`config.mk`:
```
export PLATFORM = sky130hd
export DESIGN_NAME = i2s_rcvr_flat
export DESIGN_NICKNAME = d
export VERILOG_FILES = /design/src/rtl/i2s_pkg.sv /design/src/rtl/i2s_rcvr_if.sv /design/src/rtl/flex_stp_sr.sv /design/src/rtl/i2s_rcvr.sv /design/src/flat_wrapper.sv
export SDC_FILE = /design/constraint.sdc
export NUM_CORES = 1
export LEC_CHECK = 0
export ABC_AREA = 1
export ABC_CLOCK_PERIOD_IN_PS = 3760
export BUFFER_PORTS_ARGS = -buffer_cell sky130_fd_sc_hd__buf_2
export CORE_MARGIN = 8
export CORE_UTILIZATION = 45
export DETAILED_ROUTE_END_ITERATION = 10
export GPL_TIMING_DRIVEN = 0
export SYNTH_ARGS = -nofsm -noshare
export SYNTH_HDL_FRONTEND = slang
export SYNTH_SLANG_ARGS = --single-unit
```
`constraint.sdc`:
```
create_clock -name clk -period 3.76 [get_ports clk]
set_input_delay 0.188 -clock clk [delete_from_list [all_inputs] [get_ports clk]]
set_output_delay 0.188 -clock clk [all_outputs]
set_load 0.01 [all_outputs]
```
`src/rtl/i2s_pkg.sv`:
```
// Shared types and defaults for the I2S receive path.
// Optional framing check is enabled by defining I2S_RCVR_FRAME_ERR_EN.
package i2s_pkg;

    localparam int I2S_WORD_W = 16;
    localparam int I2S_CNT_W  = 6;

    typedef enum logic {
        IDLE,
        ACTIVE
    } i2s_rx_state_t;

endpackage

```
`src/rtl/i2s_rcvr_if.sv`:
```
// Pin-side and word-side bundle of the I2S receiver.
// frame_err exists only when I2S_RCVR_FRAME_ERR_EN is defined.
interface i2s_rcvr_if #(
    parameter int WORD_W = i2s_pkg::I2S_WORD_W
);

    logic              sck;
    logic              ws;
    logic              sd;
    logic [WORD_W-1:0] data_left;
    logic [WORD_W-1:0] data_right;
    logic              data_valid;
`ifdef I2S_RCVR_FRAME_ERR_EN
    logic              frame_err;
`endif

    modport master (
        output sck, ws, sd,
`ifdef I2S_RCVR_FRAME_ERR_EN
        input  frame_err,
`endif
        input  data_left, data_right, data_valid
    );

    modport slave (
        input  sck, ws, sd,
`ifdef I2S_RCVR_FRAME_ERR_EN
        output frame_err,
`endif
        output data_left, data_right, data_valid
    );

endinterface

```
`src/rtl/flex_stp_sr.sv`:
```
// Serial-to-parallel shift register, MSB first, new bits enter at the LSB.
// Receive-side mirror of flex_pts_sr.
module flex_stp_sr
    import i2s_pkg::*;
#(
    parameter int WORD_W = I2S_WORD_W
) (
    input  logic              clk,
    input  logic              rst,
    input  logic              shift_enable,
    input  logic              clear,
    input  logic              serial_in,
    output logic [WORD_W-1:0] parallel_out
);

    logic [WORD_W-1:0] sr_q;
    logic [WORD_W-1:0] sr_d;

    always_comb begin
        sr_d = sr_q;
        if (clear) begin
            sr_d = '0;
        end else if (shift_enable) begin
            sr_d = {sr_q[WORD_W-2:0], serial_in};
        end
    end

    always_ff @(posedge clk or posedge rst) begin
        if (rst) begin
            sr_q <= '0;
        end else begin
            sr_q <= sr_d;
        end
    end

    assign parallel_out = sr_q;

endmodule

```
`src/rtl/i2s_rcvr.sv`:
```
// I2S receiver: oversampled SCK/WS/SD, MSB-first stereo deserialiser.
// Define I2S_RCVR_FRAME_ERR_EN to add the sticky frame_err slot-length check.
module i2s_rcvr
    import i2s_pkg::*;
#(
    parameter int WORD_W = I2S_WORD_W,
    parameter int CNT_W  = I2S_CNT_W
) (
    input logic         clk,
    input logic         rst,
    i2s_rcvr_if.slave   bus
);

    logic          sck_meta_q, sck_s_q, sck_dly_q;
    logic          ws_meta_q, ws_s_q;
    logic          sd_meta_q, sd_s_q;

    i2s_rx_state_t state_q, state_d;
    logic          ws_last_q, ws_last_d;
    logic [CNT_W-1:0] bit_cnt_q, bit_cnt_d;
    logic [WORD_W-1:0] left_q, left_d;
    logic [WORD_W-1:0] right_q, right_d;
    logic          valid_q, valid_d;
    logic          have_left_q, have_left_d;
    logic          ferr_q, ferr_d;

    logic              sck_rise;
    logic              ws_chg;
    logic              cnt_lt;
    logic              shift_en;
    logic [WORD_W-1:0] sr_out;
    logic [WORD_W-1:0] word_ext;
    logic [CNT_W-1:0]  shamt;
    logic [WORD_W-1:0] closed_word;

    flex_stp_sr #(
        .WORD_W(WORD_W)
    ) u_sr (
        .clk          (clk),
        .rst          (rst),
        .shift_enable (shift_en),
        .clear        (ws_chg),
        .serial_in    (sd_s_q),
        .parallel_out (sr_out)
    );

    always_comb begin
        sck_rise = sck_s_q & ~sck_dly_q;
        ws_chg   = sck_rise & (ws_s_q != ws_last_q);
        cnt_lt   = bit_cnt_q < CNT_W'(WORD_W);
        shift_en = sck_rise & ~ws_chg & cnt_lt & (state_q == ACTIVE);
        // Closing bit is appended, then short slots are left-aligned
        word_ext    = {sr_out[WORD_W-2:0], sd_s_q};
        shamt       = CNT_W'(WORD_W - 1) - bit_cnt_q;
        closed_word = cnt_lt ? (word_ext << shamt) : sr_out;
    end

    always_comb begin
        state_d     = state_q;
        ws_last_d   = ws_last_q;
        bit_cnt_d   = bit_cnt_q;
        left_d      = left_q;
        right_d     = right_q;
        valid_d     = 1'b0;
        have_left_d = have_left_q;
        ferr_d      = ferr_q;
        if (sck_rise) begin
            ws_last_d = ws_s_q;
            unique case (state_q)
                IDLE: begin
                    if (ws_chg) begin
                        state_d     = ACTIVE;
                        bit_cnt_d   = '0;
                        have_left_d = 1'b0;
                    end
                end
                ACTIVE: begin
                    if (ws_chg) begin
                        bit_cnt_d = '0;
                        if (ws_last_q) begin
                            right_d     = closed_word;
                            valid_d     = have_left_q;
                            have_left_d = 1'b0;
                        end else begin
                            left_d      = closed_word;
                            have_left_d = 1'b1;
                        end
                        if (bit_cnt_q != CNT_W'(WORD_W - 1)) begin
                            ferr_d = 1'b1;
                        end
                    end else if (bit_cnt_q != '1) begin
                        bit_cnt_d = bit_cnt_q + 1'b1;
                    end
                end
            endcase
        end
    end

    always_ff @(posedge clk or posedge rst) begin
        if (rst) begin
            sck_meta_q  <= 1'b0;
            sck_s_q     <= 1'b0;
            sck_dly_q   <= 1'b0;
            ws_meta_q   <= 1'b0;
            ws_s_q      <= 1'b0;
            sd_meta_q   <= 1'b0;
            sd_s_q      <= 1'b0;
            state_q     <= IDLE;
            ws_last_q   <= 1'b0;
            bit_cnt_q   <= '0;
            left_q      <= '0;
            right_q     <= '0;
            valid_q     <= 1'b0;
            have_left_q <= 1'b0;
            ferr_q      <= 1'b0;
        end else begin
            sck_meta_q  <= bus.sck;
            sck_s_q     <= sck_meta_q;
            sck_dly_q   <= sck_s_q;
            ws_meta_q   <= bus.ws;
            ws_s_q      <= ws_meta_q;
            sd_meta_q   <= bus.sd;
            sd_s_q      <= sd_meta_q;
            state_q     <= state_d;
            ws_last_q   <= ws_last_d;
            bit_cnt_q   <= bit_cnt_d;
            left_q      <= left_d;
            right_q     <= right_d;
            valid_q     <= valid_d;
            have_left_q <= have_left_d;
            ferr_q      <= ferr_d;
        end
    end

    assign bus.data_left  = left_q;
    assign bus.data_right = right_q;
    assign bus.data_valid = valid_q;

`ifdef I2S_RCVR_FRAME_ERR_EN
    assign bus.frame_err = ferr_q;
`else
    logic unused_ferr;
    assign unused_ferr = ferr_q;
`endif

endmodule

```
`src/flat_wrapper.sv`:
```
// flat-port wrapper written by rule: the top's interface ports become plain ports
module i2s_rcvr_flat import i2s_pkg::*;
#(
    parameter int WORD_W = I2S_WORD_W,
    parameter int CNT_W  = I2S_CNT_W
)
  (clk, rst, bus_sck, bus_ws, bus_sd, bus_data_left, bus_data_right, bus_data_valid);
  i2s_rcvr_if #(.WORD_W(WORD_W)) bus_i ();
  input logic clk;
  input logic rst;
  input wire logic [$bits(bus_i.sck)-1:0] bus_sck;
  input wire logic [$bits(bus_i.ws)-1:0] bus_ws;
  input wire logic [$bits(bus_i.sd)-1:0] bus_sd;
  output wire logic [$bits(bus_i.data_left)-1:0] bus_data_left;
  output wire logic [$bits(bus_i.data_right)-1:0] bus_data_right;
  output wire logic [$bits(bus_i.data_valid)-1:0] bus_data_valid;
  assign bus_i.sck = bus_sck;
  assign bus_i.ws = bus_ws;
  assign bus_i.sd = bus_sd;
  assign bus_data_left = bus_i.data_left;
  assign bus_data_right = bus_i.data_right;
  assign bus_data_valid = bus_i.data_valid;
  i2s_rcvr #(.WORD_W(WORD_W), .CNT_W(CNT_W)) u_core (.clk(clk), .rst(rst), .bus(bus_i));
endmodule
```
Yosys cells after proc, flatten, opt, wreduce, memory -nomap -nowiden
Cells that the tools add are included.

Logic and storage cells: 55. Flip-flop bits (word level): 65. Bits of input ports: 5.

Shift-type cells: 1. Equality and inequality tests: 5. Add/subtract/negate cells: 2. Reduce and logical (&&, ||, !) cells: 5. $lt $le $gt $ge: 1. Bitwise logic cells: 9. Multiplexer cells: 17.

Operators with widths (count): two-way mux 16 bit (3); two-way mux 6 bit (3); left shift 16 x 6 -> 16 bit (1); one-hot mux 6 bit (2 select lines) (1); two-way mux 1 bit (9); AND reduction 4 bit (2); adder 6 x 1 -> 6 bit, second input constant (1); < comparator 6 x 5 -> 1 bit, second input constant (1); != test 6 bit, second input constant (1); AND reduction 3 bit (2); subtractor 4 x 6 -> 6 bit, first input constant (1); bitwise AND 1 bit (5); != test 2 bit, second input constant (2); inverter 1 bit (4); != test 3 bit, second input constant (1); one-hot mux 1 bit (2 select lines) (1); nonzero test 2 bit (1); != test 1 bit (1).

Longest topological paths before layout
Gate-level depths: netlist (run 1).

Word-level depth: 9. Depth in mapped cells: 14. Gate-level depth less buffers: 13.

Cells and area by module
From an unflattened synthesis (run 1), not the netlist that was laid out.

Cell total of the unflattened synthesis: 448. Area, all modules: 3603.5 um^2.

By module, submodules not included: i2s_rcvr (area each 2949.1 um^2, seq. area each 1226.2 um^2, cells an instance 377, instances 1); flex_stp_sr (area each 654.4 um^2, seq. area each 400.4 um^2, cells an instance 71, instances 1).

Worst setup path after synthesis (run 1)
No wires, ideal clock.

Kind: register to register. Start: register u_core.bit_cnt_q[4]. End: register u_core.right_q[12] (netlist: u_core.bus.data_right[12]). Arrival time: 1697 ps. Required time: 3695 ps. Period minus slack after synthesis: 1761 ps. Buffers on the path: 1. Slack: 1999 ps. Stages on the path, launching flop included: 15. Cells stage by stage: dfrtp_1 -> inv_1 -> ha_1 -> inv_2 -> buf_2 -> nand3_1 -> nand3_1 -> nand2_1 -> nand2_1 -> nand2_1 -> nor2_1 -> nand2_1 -> nand2_1 -> nand2_1 -> nand2_1.

Longest elaborated chain between the ends: 3.

RTL lines: from (decl) (line i2s_rcvr.sv:20) `logic [CNT_W-1:0] bit_cnt_q, bit_cnt_d;`; from (signal assigned) (line i2s_rcvr.sv:126) `bit_cnt_q <= bit_cnt_d;`; subtractor 4 x 6 -> 6 bit (line i2s_rcvr.sv:54) `shamt = CNT_W'(WORD_W - 1) - bit_cnt_q;`; left shift 16 x 6 -> 16 bit (line i2s_rcvr.sv:55) `closed_word = cnt_lt ? (word_ext << shamt) : sr_out;`; two-way mux 16 bit * (line i2s_rcvr.sv:55); to (signal assigned) (line i2s_rcvr.sv:128) `right_q <= right_d;`; to (decl) (line i2s_rcvr.sv:22) `logic [WORD_W-1:0] right_q, right_d;`.

Mark *: on every way between the ends. The rest lies on a longest branch, timed or not. A chain may end at the register's enable or synchronous reset.

Final worst setup path (run 1)
Ends and elaborated chain as after synthesis.

==> flow_summary.ini, run 1 <==
[worst_setup_path]
crit_type = flop to flop
end_kind = flop
path_cells = inv_1 > ha_1 > inv_2 > buf_4 > nand3_1 > nand3_1 > nand2_1 > nand2_1 > nand2_1 > nand2_1 > nand2_1 > nand2_1 > nand2_1 > nand2_1
crit_top_cell = nand2_1
cp-start-kind = flop
cp_slowest_cell = dfrtp_1
rr_worst_depth = 14
cp_max_fo = 10
arrival_ns = 2.49
cpPeakStageDelay_ns = 0.47
reg2reg_slack_ns = 1.50
required_ns = 3.98

[layout]
diodes = 0
area_growth_pct = 16.83
final_core_util_pct = 54.79
finalNetCount = 512
layout-drive-gt1-share_pct = 16.93
fin_cells = 607
fillers = 742

[clocking]
cts-resized-gates = 0
cts_buffers = 9
worstSkewPairLatency_ns = 0.34
clock-sinks = 65
post_cts_buffers = 0
cts-root-buf = clkbuf_8
cts_buffer_depth = 2
clk_pin_slew_ns = 0.08
cts.htree.levels = 3
cts_tree = yes

[logic_synthesis]
synth_simple_gate_area_share_pct = 34.47
synthTopCellsByArea = dfrtp_1, nand2_1, nand3_1
synth_compound_area_share_pct = 8.672
synthMuxAreaShare_pct = 0
synth_fa_ha_area_share_pct = 1.098
ys_seq_elements = 65
yosys.cell_types.count = 26
synthCells = 452
synthesis.area_um2 = 3420
ys_seq_area_share_pct = 47.57
yosysWarnings = 0
synthesis.nets = 460
yosysTopAreaCell = dfrtp_1
synth.avg_cell_area_um2 = 7.565
synth_top_family_by_area = simple AND/OR/NAND/NOR gates
synth_xor_area_share_pct = 0.2561
synth_top_area_share_pct = 47.57

[timing]
tns_ns = 0
holdWs_ns = 0.01629
fmax_mhz = 442.3
fin_skew_ns = 0.01437
drv_slew = 0
min_period_over_period_pct = 60.13
finalHoldViolations = 0
fin_crit_ns = 2.261
rsz0062_at_grt = false
setup_violations = 0
slew_headroom_pct = 42.60
max_slew.worst_pin.slew_ns = 0.8597

[drt]
avgViaCountPerCell = 5.097
drc = 0
drt_iter0_drc = 164
final_antenna_net_count = 0
num_vias = 3094
drtPass1Iterations = 5
drt-total-wl_um = 9348
wl_per_cell_um = 15.40

[floorplanning]
initial_utilization_pct = 46.89
rows = 31
die_area_um2 = 10640
num_io_pins = 38
core_um2 = 7292
die_y_um = 103.2
fp.dieW_um = 103.2

[global_route]
antenna_found_initial = 0
grt_pass1_vias = 2955
gr-usage-all-layers_pct = 19.06
grt_overflow = 0
grt_max_degree = 40
grt_pass1_wl_um = 15440

[place]
dp_hpwl_um = 7194
numPortBuffers = 37
place_congestion = 0.9369
placedCellCount = 589

[pwr]
power_density_nw_per_um2 = 657.1
p_leak_nw = 2.164
ir_worst_vdd_uv = 305.3

[worst_hold_path]
hold_class = primary input to async pin

[run]
drv_cap = 0

[status]
outcome = finished, final reports clean
power by group:
| group | switching, W | leakage [nW] | total (W) | internal [W] |
|---|---|---|---|---|
| Clock | 0.000282 | 0.102 | 0.000655 | 0.000373 |
| Sequential | 0.000108 | 0.841 | 0.000943 | 0.000834 |
| Combinational | 0.000676 | 1.22 | 0.00103 | 0.000351 |
flip-flops by register name, indices dropped and copies added (netlist names), 6 cells and up:
name	cells
u_core.u_sr.parallel_out	16
u_core.bus.data_left	16
u_core.bit_cnt_q	6
u_core.bus.data_right	16
timing repair:
| action | 4_1_cts | 5_1_grt |
|---|---|---|
| hold buffers | 3 | 0 |
| endpoints found under the hold margin | 3 | 0 |
| endpoints found under the setup margin | 0 | 0 |
final timing paths:
path                                     start                         to
max                        u_core.bit_cnt_q[4]  u_core.bus.data_right[12]
min                                        rst           u_core.ws_meta_q
max reg2reg                u_core.bit_cnt_q[4]  u_core.bus.data_right[12]
min reg2reg                   u_core.ws_meta_q              u_core.ws_s_q
max in group asynchronous                  rst  u_core.bus.data_right[14]
min in group clk              u_core.ws_meta_q              u_core.ws_s_q
logic make-up after synthesis:
group,count (synthesis)
XOR/XNOR,1
adder cells (fa/ha/maj),3
buffers and inverters,58
AND/OR/NAND/NOR,268
AO/OA/AOI/OAI,57
flip-flops,65
cell type report:
cell class / instances / area (µm²) / area share (%)
sequential: 65 / 1627 / 40.71
multi-input combinational: 329 / 1521 / 38.08
inverter: 38 / 145.1 / 3.633
tap: 99 / 123.9 / 3.101
clock buffer: 9 / 123.9 / 3.101
clock inverter: 6 / 92.59 / 2.318
buffer: 20 / 126.4 / 3.163
timing repair buffer: 41 / 235.2 / 5.888
metal layers:
layer	track usage [%]	up-vias	part of all wire, %
met4	5.006	0	1.4
li1	-	1561	-
met2	27.99	103	43
met1	27.41	1419	50
met5	0	-	0
met3	4.418	11	5.7
metrics by stage:
step / cell area [µm²] / worst slack (ns) / power (W)
after floorplan: 3420 / 1.946 / 0.001639
after global placement: 3729 / 1.148 / 0.001961
after detailed placement: 3749 / 1.544 / 0.001967
after CTS: 3995 / 1.513 / 0.002626
after global routing: 3995 / 1.327 / 0.002808
final: 3995 / 1.499 / 0.002625
layout by cell type, fill, tap and decap left out, types with 7 or more instances in the layout:
cell type / count
nand2_1: 169
nand3_1: 67
dfrtp_1: 65
buf_2: 45
inv_1: 29
o21ai_0: 25
a21oi_1: 24
nor2_1: 16
clkbuf_8: 9
inv_2: 7
o22ai_1: 7
critical path: cells and delay by family (launching register included):
family	cells	cell delay, ns
simple gates	10	0.87
fa+ha+maj	1	0.41
flops	1	0.47
buf+inv	3	0.40
synth_stat cells:
cell type,number
inv_4,1
nor2_4,4
nor3_1,4
o22ai_1,7
dfrtp_1,65
nor3_4,2
nand2_1,169
buf_2,8
xor2_1,1
buf_1,2
o21ai_0,25
nand3_4,1
nand3_1,67
inv_2,6
a21oi_1,24
buf_6,4
nor2_2,2
clkinv_1,1
nand4_1,2
o21a_1,1
clkbuf_1,3
ha_1,3
buf_4,3
or2_4,1
inv_1,30
nor2_1,16
No activity file was read; power rests on OpenSTA's default activity.
==> inputs of run 2 (changes only) <==
Settings changed: ABC_CLOCK_PERIOD_IN_PS 3760 to 2200.
Clock period 3.76 ns to 2.2 ns, I/O delays scaled along.
==> flow_summary.ini, run 2 (synthesis results as in run 1) <==
[layout]
final_common_cell = nand2_1
diodes = 0
finalNetCount = 514
fin_area_um2 = 4029
layout-drive-gt1-share_pct = 17.45
final_cell_mix = nand2_1, nand3_1, dfrtp_1
fin_cells = 609
area_growth_pct = 17.82
fillers = 735

[floorplanning]
initial_utilization_pct = 46.89
die_y_um = 103.2
rows = 31
fp.dieW_um = 103.2
num_io_pins = 38
core_um2 = 7292
die_area_um2 = 10640

[worst_setup_path]
cp_slowest_cell = dfrtp_1
crit_top_cell = nand2_1
reg2reg_slack_ns = 0.21
cp-start-kind = flop
critPathLaunch = u_core.bit_cnt_q[5]
required_ns = 2.42
crit_cells = 14
arrival_ns = 2.21
rr_worst_depth = 14
timing.rr.start = u_core.bit_cnt_q[5]
crit_family = simple AND/OR/NAND/NOR gates
critPathBufInv = 3
crit_type = flop to flop
cp_max_fo = 10
reg2reg_to = u_core.bus.data_right[12]
endpoint = u_core.bus.data_right[12]
end_kind = flop
cpPeakStageDelay_ns = 0.40
path_cells = inv_1 > ha_4 > inv_4 > buf_4 > nand3_1 > nand3_1 > nand2_1 > nand2_1 > nand2_1 > nand2_1 > nand2_1 > nand2_1 > nand2_1 > nand2_1

[drt]
drt_iter0_drc = 151
final_antenna_net_count = 0
drt-total-wl_um = 9387
wl_per_cell_um = 15.41
num_vias = 3140
avgViaCountPerCell = 5.156
drc = 0
drtPass1Iterations = 4

[global_route]
grt_pass1_vias = 2961
grt_pass1_wl_um = 15460
top_usage_layer = met2
gr-usage-all-layers_pct = 19.09
grt_max_degree = 40
grt_util_met3_pct = 4.485
grt_use_met2_pct = 28.09
grt_overflow = 0
antenna_found_initial = 0
use_met1_pct = 27.37

[clocking]
cts_tree = yes
cts_buffer_depth = 2
worstSkewPairLatency_ns = 0.34
clock-sinks = 65
clk_pin_slew_ns = 0.08
cts.htree.levels = 3
cts_buffers = 9
cts-root-buf = clkbuf_8

[timing]
holdWs_ns = 0.3518
finalHoldViolations = 0
setup_violations = 0
fmax_mhz = 501.7
max_slew.worst_pin.slew_ns = 0.8588
fin_skew_ns = 0.01419
rsz0062_at_grt = false
fin_crit_ns = 1.993
tns_ns = 0
drv_slew = 0
slew_headroom_pct = 42.66
min_period_over_period_pct = 90.61

[place]
place_area_um2 = 3749
numPortBuffers = 37
place_congestion = 0.9369
placedCellCount = 589
dp_hpwl_um = 7194

[pwr]
power_density_nw_per_um2 = 1110
ir_worst_vdd_uv = 521.7
p_switching_w = 0.001809
p_int_w = 0.002665
p_leak_nw = 2.175
p_comb_share_pct = 39.1
sw_frac_of_total_pct = 40.43
clkPwrFrac_pct = 24.8
fin_total_pwr_w = 0.004473
power_frac_seq_pct = 36.1

[status]
outcome = finished, final reports clean

[run]
drv_cap = 0

[worst_hold_path]
hold_class = flop to flop
==> run 2: repair_timing <==
action	4_1_cts	5_1_grt
hold endpoints to repair	41	0
buffers inserted	0	1
pin swaps	0	0
endpoints found under the setup margin	3	25
hold buffers	4	0
gates resized for setup	1	3
==> run 2: area by class of cell <==
cell class / instances / area, µm² / share of cell area, %
clock inverter: 6 / 92.59 / 2.298
sequential: 65 / 1628 / 40.40
buffer: 20 / 126.4 / 3.137
multi-input combinational: 329 / 1534 / 38.07
tap: 99 / 123.9 / 3.075
inverter: 38 / 147.6 / 3.665
clock buffer: 9 / 123.9 / 3.075
timing repair buffer: 43 / 252.7 / 6.273
==> run 2: worst min-delay path by stage <==
stage	from	to	slack, ns	cells after the start
after floorplan	bus_sck	u_core.sck_meta_q	0.14	0
after global placement	bus_sd	u_core.sd_meta_q	0.22	1
after detailed placement	bus_sd	u_core.sd_meta_q	0.22	1
after CTS	u_core.ws_meta_q	u_core.ws_s_q	0.35	0
after global routing	u_core.ws_meta_q	u_core.ws_s_q	0.36	0
final	u_core.ws_meta_q	u_core.ws_s_q	0.35	0
==> run 2: stage by stage <==
| step | setup slack [ns] | util, % |
|---|---|---|
| 6_report | 0.2066 | 55.25 |
| 3_3_place_gp | -0.3339 | 51.13 |
| 2_1_floorplan | 0.4385 | - |
| 5_1_grt | 0.06167 | 55.25 |
| 4_1_cts | 0.02406 | 54.94 |
| 3_5_place_dp | -0.01578 | 51.41 |
==> run 2: power groups by stage <==
stage | registers [W] | clock network (W) | logic [W]
2_1_floorplan | 0.00164 | 0 | 0.00116
3_3_place_gp | 0.00162 | 0 | 0.00173
3_5_place_dp | 0.00163 | 0 | 0.00173
4_1_cts | 0.00161 | 0.00114 | 0.00174
5_1_grt | 0.00164 | 0.00119 | 0.00197
6_report | 0.00161 | 0.00111 | 0.00175
==> run 2: layer usage <==
layer / up-vias / share of wire, %
met5: - / 0
met4: 0 / 1.1
met3: 8 / 6.0
met2: 94 / 44
met1: 1472 / 49
li1: 1566 / -
==> run 2: worst register-to-register path, stage by stage, from the launching register on <==
cell and delay (ns):
dfrtp_1 0.40, inv_1 0.08, ha_4 0.31, inv_4 0.06
buf_4 0.17, nand3_1 0.10, nand3_1 0.07, nand2_1 0.11
nand2_1 0.06, nand2_1 0.12, nand2_1 0.09, nand2_1 0.10
nand2_1 0.09, nand2_1 0.07, nand2_1 0.05
==> inputs of run 3 (changes only) <==
Settings changed: RECOVER_POWER from default to 25.
==> flow_summary.ini, run 3 (synthesis results as in run 1) <==
[drt]
final_antenna_net_count = 0
drt-total-wl_um = 9370
avgViaCountPerCell = 5.103
drt_iter0_drc = 141
num_vias = 3108
drc = 0
drtPass1Iterations = 5
wl_per_cell_um = 15.39

[layout]
finalNetCount = 514
final_common_cell = nand2_1
diodes = 0
layout-drive-gt1-share_pct = 10.98
final_core_util_pct = 54.60
final_cell_mix = nand2_1, nand3_1, dfrtp_1
area_growth_pct = 16.43
fin_area_um2 = 3981

[timing]
finalHoldViolations = 0
fin_skew_ns = 0.01435
rsz0062_at_grt = false
fin_crit_ns = 1.998
slew_headroom_pct = 43.30
fin_ws_ns = 0.2021
drv_slew = 0
max_slew.worst_pin.slew_ns = 0.8493
setup_violations = 0
min_period_over_period_pct = 90.81
fmax_mhz = 500.5

[pwr]
clkPwrFrac_pct = 25.1
p_comb_share_pct = 38.6
p_switching_w = 0.001819
fin_total_pwr_w = 0.004451
ir_worst_vdd_uv = 511.8
p_leak_nw = 2.040
power_density_nw_per_um2 = 1118
sw_frac_of_total_pct = 40.86
power_frac_seq_pct = 36.3
p_int_w = 0.002632

[clocking]
cts.htree.levels = 3
clock-sinks = 65
worstSkewPairLatency_ns = 0.34
cts_buffers = 9
cts-root-buf = clkbuf_8
clk_pin_slew_ns = 0.08
cts_buffer_depth = 2
cts_tree = yes

[place]
place_area_um2 = 3749
place_congestion = 0.9369
dp_hpwl_um = 7194
numPortBuffers = 37
pre_cts_slack_ns = -0.01578

[floorplanning]
initial_utilization_pct = 46.89
core_um2 = 7292
num_io_pins = 38
die_area_um2 = 10640
die_y_um = 103.2
fp.dieW_um = 103.2
rows = 31

[worst_setup_path]
cp_slowest_cell = dfrtp_1
cp_max_fo = 10
rr_worst_depth = 14
crit_family = simple AND/OR/NAND/NOR gates
arrival_ns = 2.22
crit_top_cell = nand2_1
crit_type = flop to flop
end_kind = flop
critPathBufInv = 3
cp-start-kind = flop
path_cells = inv_1 > ha_4 > inv_4 > buf_4 > nand3_1 > nand3_1 > nand2_1 > nand2_1 > nand2_1 > nand2_1 > nand2_1 > nand2_1 > nand2_1 > nand2_1
timing.rr.start = u_core.bit_cnt_q[5]
reg2reg_slack_ns = 0.20
reg2reg_to = u_core.bus.data_right[12]
required_ns = 2.42
cpPeakStageDelay_ns = 0.39

[worst_hold_path]
worstHoldStart = u_core.ws_meta_q
hold_class = flop to flop
hold_depth = 0
hold_end = u_core.ws_s_q

[global_route]
grt_pass1_vias = 2961
grt_overflow = 0
grt_max_degree = 40
antenna_found_initial = 0
top_usage_layer = met2
use_met1_pct = 27.37
grt_use_met2_pct = 28.09
grt_pass1_wl_um = 15460
grt_util_met3_pct = 4.485
gr-usage-all-layers_pct = 19.09

[status]
outcome = finished, final reports clean

[run]
drv_cap = 0
==> run 3: power groups by stage <==
| stage | combinational, W | clock, W | sequential, W |
|---|---|---|---|
| after global placement | 0.00173 | 0 | 0.00162 |
| after CTS | 0.00174 | 0.00114 | 0.00161 |
| after detailed placement | 0.00173 | 0 | 0.00163 |
| after floorplan | 0.00116 | 0 | 0.00164 |
| final | 0.00172 | 0.00112 | 0.00162 |
| after global routing | 0.00194 | 0.00119 | 0.00165 |
==> run 3: area by class of cell <==
cell class | count | area, µm²
fillers | 751 | 3311
flip-flops and latches | 65 | 1628
multi-input cells | 329 | 1526
repair buffers | 43 | 212.7
inverters | 38 | 147.6
plain buffers | 20 | 126.4
clock buffers | 9 | 123.9
well taps | 99 | 123.9
clock inverters | 6 | 92.59
==> run 3: routing by layer <==
layer	wire length, µm	up-vias
li1	-	1562
met1	4661	1448
met2	4121	90
met3	488	8
met4	98	0
met5	0	-
==> run 3: stage by stage <==
stage	cells	hold slack, ns	TNS (ns)
after global routing	609	0.3555	0
after global placement	588	0.2186	-21.42
after detailed placement	589	0.2194	-0.01986
after CTS	608	0.3537	0
after floorplan	452	0.1414	0
final	609	0.3516	0
==> run 3: how the worst max path moves through the flow <==
stage	startpoint	to	slack, ns	cells past startpoint
4_1_cts	u_core.bit_cnt_q[4]	u_core.bus.data_right[12]	0.02	14
3_3_place_gp	rst	u_core.u_sr.parallel_out[11]	-0.33	2
2_1_floorplan	u_core.bit_cnt_q[4]	u_core.bus.data_right[12]	0.44	14
6_report	u_core.bit_cnt_q[5]	u_core.bus.data_right[12]	0.20	14
5_1_grt	u_core.bit_cnt_q[5]	u_core.bus.data_right[12]	0.06	14
3_5_place_dp	u_core.bit_cnt_q[4]	u_core.bus.data_right[12]	-0.02	14
==> run 3: worst reg2reg max path, cell delays in order, from the launching register on <==
cell and delay (ns):
dfrtp_1 0.39, inv_1 0.08, ha_4 0.31, inv_4 0.06, buf_4 0.17, nand3_1 0.10
nand3_1 0.07, nand2_1 0.11, nand2_1 0.06, nand2_1 0.13, nand2_1 0.09, nand2_1 0.10
nand2_1 0.09, nand2_1 0.07, nand2_1 0.05
==> run 3: what timing repair did <==
item,4_1_cts,5_1_grt
cloned,0,0
buffers inserted,0,1
hold buffers,4,0
setup endpoints to repair,3,25
hold endpoints to repair,41,0
resized for setup,1,3
